`config.mk`:
```
export PLATFORM = sky130hd
export DESIGN_NAME = butterfly_inv
export DESIGN_NICKNAME = d
export VERILOG_FILES = /design/src/rtl/butterfly_inv.sv
export SDC_FILE = /design/constraint.sdc
export NUM_CORES = 2
export LEC_CHECK = 0
export ABC_AREA = 1
export CAP_MARGIN = 20
export CELL_PAD_IN_SITES_DETAIL_PLACEMENT = 0
export CELL_PAD_IN_SITES_GLOBAL_PLACEMENT = 1
export CORE_MARGIN = 5
export CORE_UTILIZATION = 25
export CTS_CLUSTER_DIAMETER = 80
export DETAILED_ROUTE_END_ITERATION = 7
export PLACE_DENSITY_LB_ADDON = 0.1
export SLEW_MARGIN = 5
export SYNTH_ARGS = -nofsm -noshare
export SYNTH_HDL_FRONTEND = slang
export SYNTH_SLANG_ARGS = --single-unit
```
`constraint.sdc`:
```
create_clock -name clk -period 10.1 [get_ports clk]
set_input_delay 2.02 -clock clk [delete_from_list [all_inputs] [get_ports clk]]
set_output_delay 2.02 -clock clk [all_outputs]
set_load 0.05 [all_outputs]
```
`src/rtl/butterfly_inv.sv`:
```
`default_nettype none
// ============================================================================
// butterfly_inv : 3-stage radix-2 DIF inverse butterfly, Y0 = A+B, Y1 = (A-B)*conj(W_N^k)
// Optional BUTTERFLY_INV_SCALE_EN halves both outputs.        Rev 1.0
// ============================================================================
module butterfly_inv #(
    parameter int N = 16,
    parameter int W = 16,
    localparam int IW = W + N / 2,
    localparam int OW = IW + 2,
    localparam int KW = $clog2(N / 2)
) (
    input  logic                 clk,
    input  logic                 rst_n,
    input  logic signed [IW-1:0] a_re,
    input  logic signed [IW-1:0] a_im,
    input  logic signed [IW-1:0] b_re,
    input  logic signed [IW-1:0] b_im,
    input  logic        [KW-1:0] k,
    input  logic                 in_valid,
    output logic                 in_ready,
    input  logic                 in_last,
    output logic signed [OW-1:0] y0_re,
    output logic signed [OW-1:0] y0_im,
    output logic signed [OW-1:0] y1_re,
    output logic signed [OW-1:0] y1_im,
    output logic                 out_valid,
    input  logic                 out_ready,
    output logic                 out_last
);
    localparam int c_dw = IW + 1;
    localparam int c_pw = c_dw + W;
    localparam int c_cw = c_pw + 1;
    localparam int c_fb = 28;
    localparam longint c_pi_q = 64'sd843314857;
    localparam logic signed [c_cw-1:0] c_rnd = c_cw'(1) <<< (W - 3);

    // Q(c_fb) Taylor series so the ROM is built from integer constant math only.
    function automatic longint trig_q(input int idx, input logic want_sin);
        longint x, term, acc;
        int     d, sh;
        x    = (2 * c_pi_q * idx) / N;
        term = want_sin ? x : (64'sd1 <<< c_fb);
        acc  = term;
        for (int n = 1; n < 16; n++) begin
            d    = want_sin ? (2 * n) * (2 * n + 1) : (2 * n - 1) * (2 * n);
            term = -((((term * x) >>> c_fb) * x) >>> c_fb) / d;
            acc  = acc + term;
        end
        sh = c_fb - (W - 2);
        return (acc + (64'sd1 <<< (sh - 1))) >>> sh;
    endfunction

    logic signed [W-1:0] w_cos_rom [N/2];
    logic signed [W-1:0] w_sin_rom [N/2];

    for (genvar i = 0; i < N / 2; i++) begin : g_rom
        localparam logic signed [W-1:0] c_cos = W'(trig_q(i, 1'b0));
        localparam logic signed [W-1:0] c_sin = W'(trig_q(i, 1'b1));
        assign w_cos_rom[i] = c_cos;
        assign w_sin_rom[i] = c_sin;
    end

    logic                   w_en;
    logic                   r_s1_valid, r_s2_valid, r_s3_valid;
    logic                   r_s1_last, r_s2_last, r_s3_last;
    logic signed [c_dw-1:0] r_s1_sum_re, r_s1_sum_im, r_s1_dif_re, r_s1_dif_im;
    logic signed [W-1:0]    r_s1_c, r_s1_s;
    logic signed [c_dw-1:0] r_s2_sum_re, r_s2_sum_im;
    logic signed [c_pw-1:0] r_s2_rc, r_s2_is, r_s2_rs, r_s2_ic;
    logic signed [c_cw-1:0] w_y1_re_full, w_y1_im_full, w_y1_re_rnd, w_y1_im_rnd;
    logic signed [OW-1:0]   w_y0_re, w_y0_im, w_y1_re, w_y1_im;
    logic signed [OW-1:0]   r_y0_re, r_y0_im, r_y1_re, r_y1_im;

    assign w_en     = !r_s3_valid || out_ready;
    assign in_ready = w_en;

    assign w_y1_re_full = c_cw'(r_s2_rc) - c_cw'(r_s2_is);
    assign w_y1_im_full = c_cw'(r_s2_rs) + c_cw'(r_s2_ic);
    assign w_y1_re_rnd  = (w_y1_re_full + c_rnd) >>> (W - 2);
    assign w_y1_im_rnd  = (w_y1_im_full + c_rnd) >>> (W - 2);

`ifdef BUTTERFLY_INV_SCALE_EN
    assign w_y0_re = (OW'(r_s2_sum_re) + OW'(1)) >>> 1;
    assign w_y0_im = (OW'(r_s2_sum_im) + OW'(1)) >>> 1;
    assign w_y1_re = OW'((w_y1_re_rnd + c_cw'(1)) >>> 1);
    assign w_y1_im = OW'((w_y1_im_rnd + c_cw'(1)) >>> 1);
`else
    assign w_y0_re = OW'(r_s2_sum_re);
    assign w_y0_im = OW'(r_s2_sum_im);
    assign w_y1_re = OW'(w_y1_re_rnd);
    assign w_y1_im = OW'(w_y1_im_rnd);
`endif

    // Every stage advances on the same enable, so a stalled output freezes the whole pipe.
    always_ff @(posedge clk or negedge rst_n) begin
        if (!rst_n) begin
            r_s1_valid  <= 1'b0;
            r_s2_valid  <= 1'b0;
            r_s3_valid  <= 1'b0;
            r_s1_last   <= 1'b0;
            r_s2_last   <= 1'b0;
            r_s3_last   <= 1'b0;
            r_s1_sum_re <= '0;
            r_s1_sum_im <= '0;
            r_s1_dif_re <= '0;
            r_s1_dif_im <= '0;
            r_s1_c      <= '0;
            r_s1_s      <= '0;
            r_s2_sum_re <= '0;
            r_s2_sum_im <= '0;
            r_s2_rc     <= '0;
            r_s2_is     <= '0;
            r_s2_rs     <= '0;
            r_s2_ic     <= '0;
            r_y0_re     <= '0;
            r_y0_im     <= '0;
            r_y1_re     <= '0;
            r_y1_im     <= '0;
        end else if (w_en) begin
            r_s1_valid  <= in_valid;
            r_s1_last   <= in_last;
            r_s1_sum_re <= c_dw'(a_re) + c_dw'(b_re);
            r_s1_sum_im <= c_dw'(a_im) + c_dw'(b_im);
            r_s1_dif_re <= c_dw'(a_re) - c_dw'(b_re);
            r_s1_dif_im <= c_dw'(a_im) - c_dw'(b_im);
            r_s1_c      <= w_cos_rom[k];
            r_s1_s      <= w_sin_rom[k];

            r_s2_valid  <= r_s1_valid;
            r_s2_last   <= r_s1_last;
            r_s2_sum_re <= r_s1_sum_re;
            r_s2_sum_im <= r_s1_sum_im;
            r_s2_rc     <= c_pw'(r_s1_dif_re) * c_pw'(r_s1_c);
            r_s2_is     <= c_pw'(r_s1_dif_im) * c_pw'(r_s1_s);
            r_s2_rs     <= c_pw'(r_s1_dif_re) * c_pw'(r_s1_s);
            r_s2_ic     <= c_pw'(r_s1_dif_im) * c_pw'(r_s1_c);

            r_s3_valid  <= r_s2_valid;
            r_s3_last   <= r_s2_last;
            r_y0_re     <= w_y0_re;
            r_y0_im     <= w_y0_im;
            r_y1_re     <= w_y1_re;
            r_y1_im     <= w_y1_im;
        end
    end

    assign y0_re     = r_y0_re;
    assign y0_im     = r_y0_im;
    assign y1_re     = r_y1_re;
    assign y1_im     = r_y1_im;
    assign out_valid = r_s3_valid;
    assign out_last  = r_s3_last;

endmodule
`default_nettype wire
```
Word level (Yosys, flattened, before mapping). Memory sizes are Yosys's and may differ from the RTL's. A register that Yosys moved wholly into a read port is not among the register bits. Index checks and enable logic that the tools add are counted.

Flip-flop bits (word level): 418. Latch bits: 0. RAM bits: 0. ROM bits: 256. Output and inout port bits: 107. Logic and storage cells: 39. Memories kept: 2.

Memories: (no name shown) (words 8, bits a word 16, rd ports 1, clocked after Yosys merged registers in 1, wr ports 0, RTL line 128) `r_s1_s <= w_sin_rom[k];`; (no name shown) (words 8, bits a word 16, rd ports 1, clocked after Yosys merged registers in 1, wr ports 0, RTL line 127) `r_s1_c <= w_cos_rom[k];`.

Add/sub/neg operators: 8. $mul: 4. Div/mod/pow operators: 0. Magnitude comparators: 0. Equality and inequality tests: 0. Shifts and indexed selects: 0. Muxes and demuxes: 0. Bitwise logic cells: 1. Reduce and logical (&&, ||, !) cells: 4.

Operators with widths (number): $mul A25 B16 Y40 (4); $add A40 B15 Y40 const B (2); $add A24 B24 Y25 (2); $sub A24 B24 Y25 (2); $add A40 B40 Y40 (1); $sub A40 B40 Y40 (1); $not A3 Y4 (1); $logic_not A1 Y1 (3); $logic_or A1 B1 Y1 (1).

Longest topological paths before layout.
Word-level depth: 2. Gate-level depth with buffers: 29. Mapped depth without buffers: 27.

Worst setup path before layout. No wires, ideal clock.

Path kind: register to register. From: register r_s1_s[4]. To: register r_s2_is[22]. Library setup time: 0.131 ns. Data arrival time: 5.625 ns. Required time: 9.969 ns. Path slack: 4.345 ns. Stages on the path, launching flop included: 22. Path buffers: 3. Period minus slack after synthesis: 5.755 ns. Cell sequence: dfrtp_1 -> buf_2 -> clkbuf_1 -> buf_1 -> nand2_1 -> fa_1 -> fa_1 -> inv_1 -> fa_1 -> fa_1 -> fa_1 -> inv_1 -> fa_1 -> inv_1 -> ha_1 -> a21oi_1 -> o21ai_0 -> a21oi_1 -> nand3_1 -> or2_2 -> nand3_1 -> o21ai_0.

Longest elaborated chain between the ends: 1.

Ends and longest elaborated chain: start, declared (RTL line 68) `logic signed [W-1:0] r_s1_c, r_s1_s;`; $mul A25 B16 Y40 (RTL line 135) `r_s2_is <= c_pw'(r_s1_dif_im) * c_pw'(r_s1_s);`; end signal, assigned (RTL line 135); end, declared (RTL line 70) `logic signed [c_pw-1:0] r_s2_rc, r_s2_is, r_s2_rs, r_s2_ic;`.

Every way passes these cells. A chain may end at the register's enable or synchronous reset.

Final worst setup path.
From: register r_s1_c[4]. To: register r_s2_ic[39].

Longest elaborated chain between the ends: 1.

Ends and longest elaborated chain: start, declared (RTL line 68); $mul A25 B16 Y40 (RTL line 137) `r_s2_ic <= c_pw'(r_s1_dif_im) * c_pw'(r_s1_c);`; end signal, assigned (RTL line 137); end, declared (RTL line 70).

Every way passes these cells.

==> results.txt <==
outcome: finished, final reports clean
YS warnings: 0
fin nets: 13060
Startpoint Class: register
Global Route Usage Sum: 0.2006
via count: 68770
Avg WL per Cell: 22.48 µm
largest net degree at the start of global routing: 157
Num CTS Buffers: 82
Final Routed Wirelength: 343400 µm
Worst-Skew Late Latency: 0.82 ns
min cycle time layout: 7.718 ns
first-pass GRT wire length: 510800 µm
via-per-instance ratio: 4.502
RSZ-0062 raised after global routing: no
Yosys reg bits: 434
Setup Skew: 0.06766 ns
Die Y: 585.7 µm
Reg clk slew, reported paths: 0.06 ns
std cell rows: 211
Post-Synthesis Cell Area: 0.08286 mm²
RD Place Congestion: 0.8863
commonest cells after routing, fill and taps aside: nand2_1 (2799), inv_1 (2600), fa_1 (1418)
initial antenna violation count: 17
Post-Syn Nets: 13040
CP Class: register to register
Post-synth ARST share: 1.000
Clock Tree Root: clkbuf_16
post-synthesis sequential area ratio: 0.1311
Clock Path Buffers: 4
Pre-antenna DRT Iters: 6
Clock Sinks: 434
Final ANT Viol Nets: 0
Worst-Margin Slew: 1.153 ns
Max-Cap Viols: 0
DIE WIDTH: 585.7 µm
# DRC: 0
Slew headroom: 0.2313
syn_area_per_cell: 7.658 µm²
core area: 0.3303 mm²
IO buf count: 210
post-CTS setup buffer count: 0
Total Die Area: 0.3431 mm²
arrival time at the worst endpoint: 8.42 ns
Syn Inst Count: 10820
Core Util, Final: 0.2803
post-synthesis cell type count: 54
final standard cell area without fillers: 0.09256 mm²
post-CTS resize count: 0
Initial Util: 0.2509
FMAX: 0.1296 GHz
Final Hold Viols: 0
CTS HTree Levels: 3
setup_tns: 0 ns
endpoint class of the critical path: register
vias in the first global route: 74620
number of flops mapped to enable cells by yosys: 0
top_reg_cell synth: dfrtp_1
Final setup viols: 0
pins over their slew limit: 0
IO Count: 211
CTS tree: yes
Hold WC Path Type: register to register
initial drt markers: 4170
dpl cell area: 0.08972 mm²
fin crit share: 0.7642
most common cell after layout, fill and taps aside: nand2_1
P&R area growth vs syn: 11.71%
worst hold margin: 0.4438 ns
critical path data required time: 10.81 ns
global route overflow: 0
# hold bufs at CTS: 0
share of layout cells above drive strength 1: 0.03034
critical path fanouts, max: 26
Final HPWL DP: 289600 µm
through the flow:
stage | setup slack, ns | std cells
CTS | 2.302 | 15270
detailed placement | 2.308 | 15130
global route | 1.981 | 15280
finish | 2.382 | 15280
global placement | 2.357 | 15130
floorplan | 4.345 | 10820
final timing paths:
check	startpoint	cells past startpoint	slack, ns	to
min in group asynchronous	rst_n	1	1.22	r_s2_rs[26]
worst min-delay path	r_s1_sum_im[3]	2	0.44	r_s2_sum_im[3]
worst min register to register	r_s1_sum_im[3]	2	0.44	r_s2_sum_im[3]
max in group asynchronous	rst_n	3	6.94	r_s1_dif_im[15]
worst max-delay path	r_s1_c[4]	22	2.38	r_s2_ic[39]
worst max register to register	r_s1_c[4]	22	2.38	r_s2_ic[39]
critical path, cell delays in order, from the launching register on:
cell      delay, ns
dfrtp_2        0.88
buf_4          0.57
nand2_1        0.26
inv_1          0.22
fa_1           0.47
fa_1           0.83
inv_1          0.17
fa_1           0.51
inv_1          0.05
fa_1           0.55
fa_1           0.43
fa_1           0.44
ha_1           0.44
nand2_1        0.15
nor2_1         0.33
nand2_1        0.17
nor2_1         0.23
nand4_1        0.13
nor2_1         0.28
nand3b_1       0.19
nand2_1        0.07
nand3_1        0.09
nand2_1        0.06
layout make-up:
type | instances | area [µm²]
Fill cell | 36250 | 237700
Multi-Input combinational cell | 7435 | 60810
Sequential cell | 434 | 10910
Inverter | 2609 | 9801
Tap cell | 4366 | 5463
Timing Repair Buffer | 286 | 2740
Clock buffer | 97 | 2230
Clock inverter | 47 | 609.3
Antenna cell | 1 | 2.502
logic make-up after synthesis:
logic type                 share of synthesized area
DFF                                           0.1311
AOI/OAI and AO/OA                            0.06587
adders and majority gates                     0.4474
xor gates and xnor gates                     0.01152
and+or+nand+nor                               0.2090
buffers and inverters                         0.1352
synth_stat cells, drive strengths merged, types with 4 or more instances:
cell / count / area share
a21boi: 7 / 0.00068
a21o: 26 / 0.0024
a21oi: 383 / 0.024
a31oi: 66 / 0.0050
and2: 6 / 0.00045
buf: 89 / 0.0055
clkbuf: 253 / 0.011
dfrtp: 434 / 0.13
fa: 1418 / 0.34
ha: 694 / 0.10
inv: 2609 / 0.12
nand2: 2809 / 0.13
nand3: 433 / 0.026
nand3b: 58 / 0.0053
nand4: 119 / 0.0090
nor2: 669 / 0.031
nor3: 69 / 0.0046
nor4: 14 / 0.0011
o211ai: 4 / 0.00048
o21a: 22 / 0.0020
o21ai: 426 / 0.026
o21bai: 45 / 0.0045
or2: 47 / 0.0035
xnor2: 65 / 0.0069
xor2: 44 / 0.0047
state kept, by name, summed over array words and instances (netlist names), 24 cells and up:
| name | count |
|---|---|
| r_s1_sum_im | 25 |
| r_s2_is | 40 |
| y0_re | 25 |
| r_s2_sum_im | 25 |
| y1_im | 26 |
| r_s1_sum_re | 25 |
| r_s2_rs | 40 |
| r_s1_dif_re | 24 |
| r_s1_dif_im | 24 |
| r_s2_rc | 40 |
| y0_im | 25 |
| r_s2_sum_re | 25 |
| y1_re | 26 |
| r_s2_ic | 40 |
routing by layer:
layer | track usage | vias up | wire (µm)
met1 | 0.2899 | 34850 | 167000
met5 | 0 | - | 26
li1 | - | 32400 | -
met3 | 0.02255 | 225 | 13020
met2 | 0.3280 | 1282 | 157500
met4 | 0.03139 | 4 | 5781
Power is left out: the tool's default activity adds up to more than one toggle a clock period on the data nets, which glitch-free logic cannot reach.
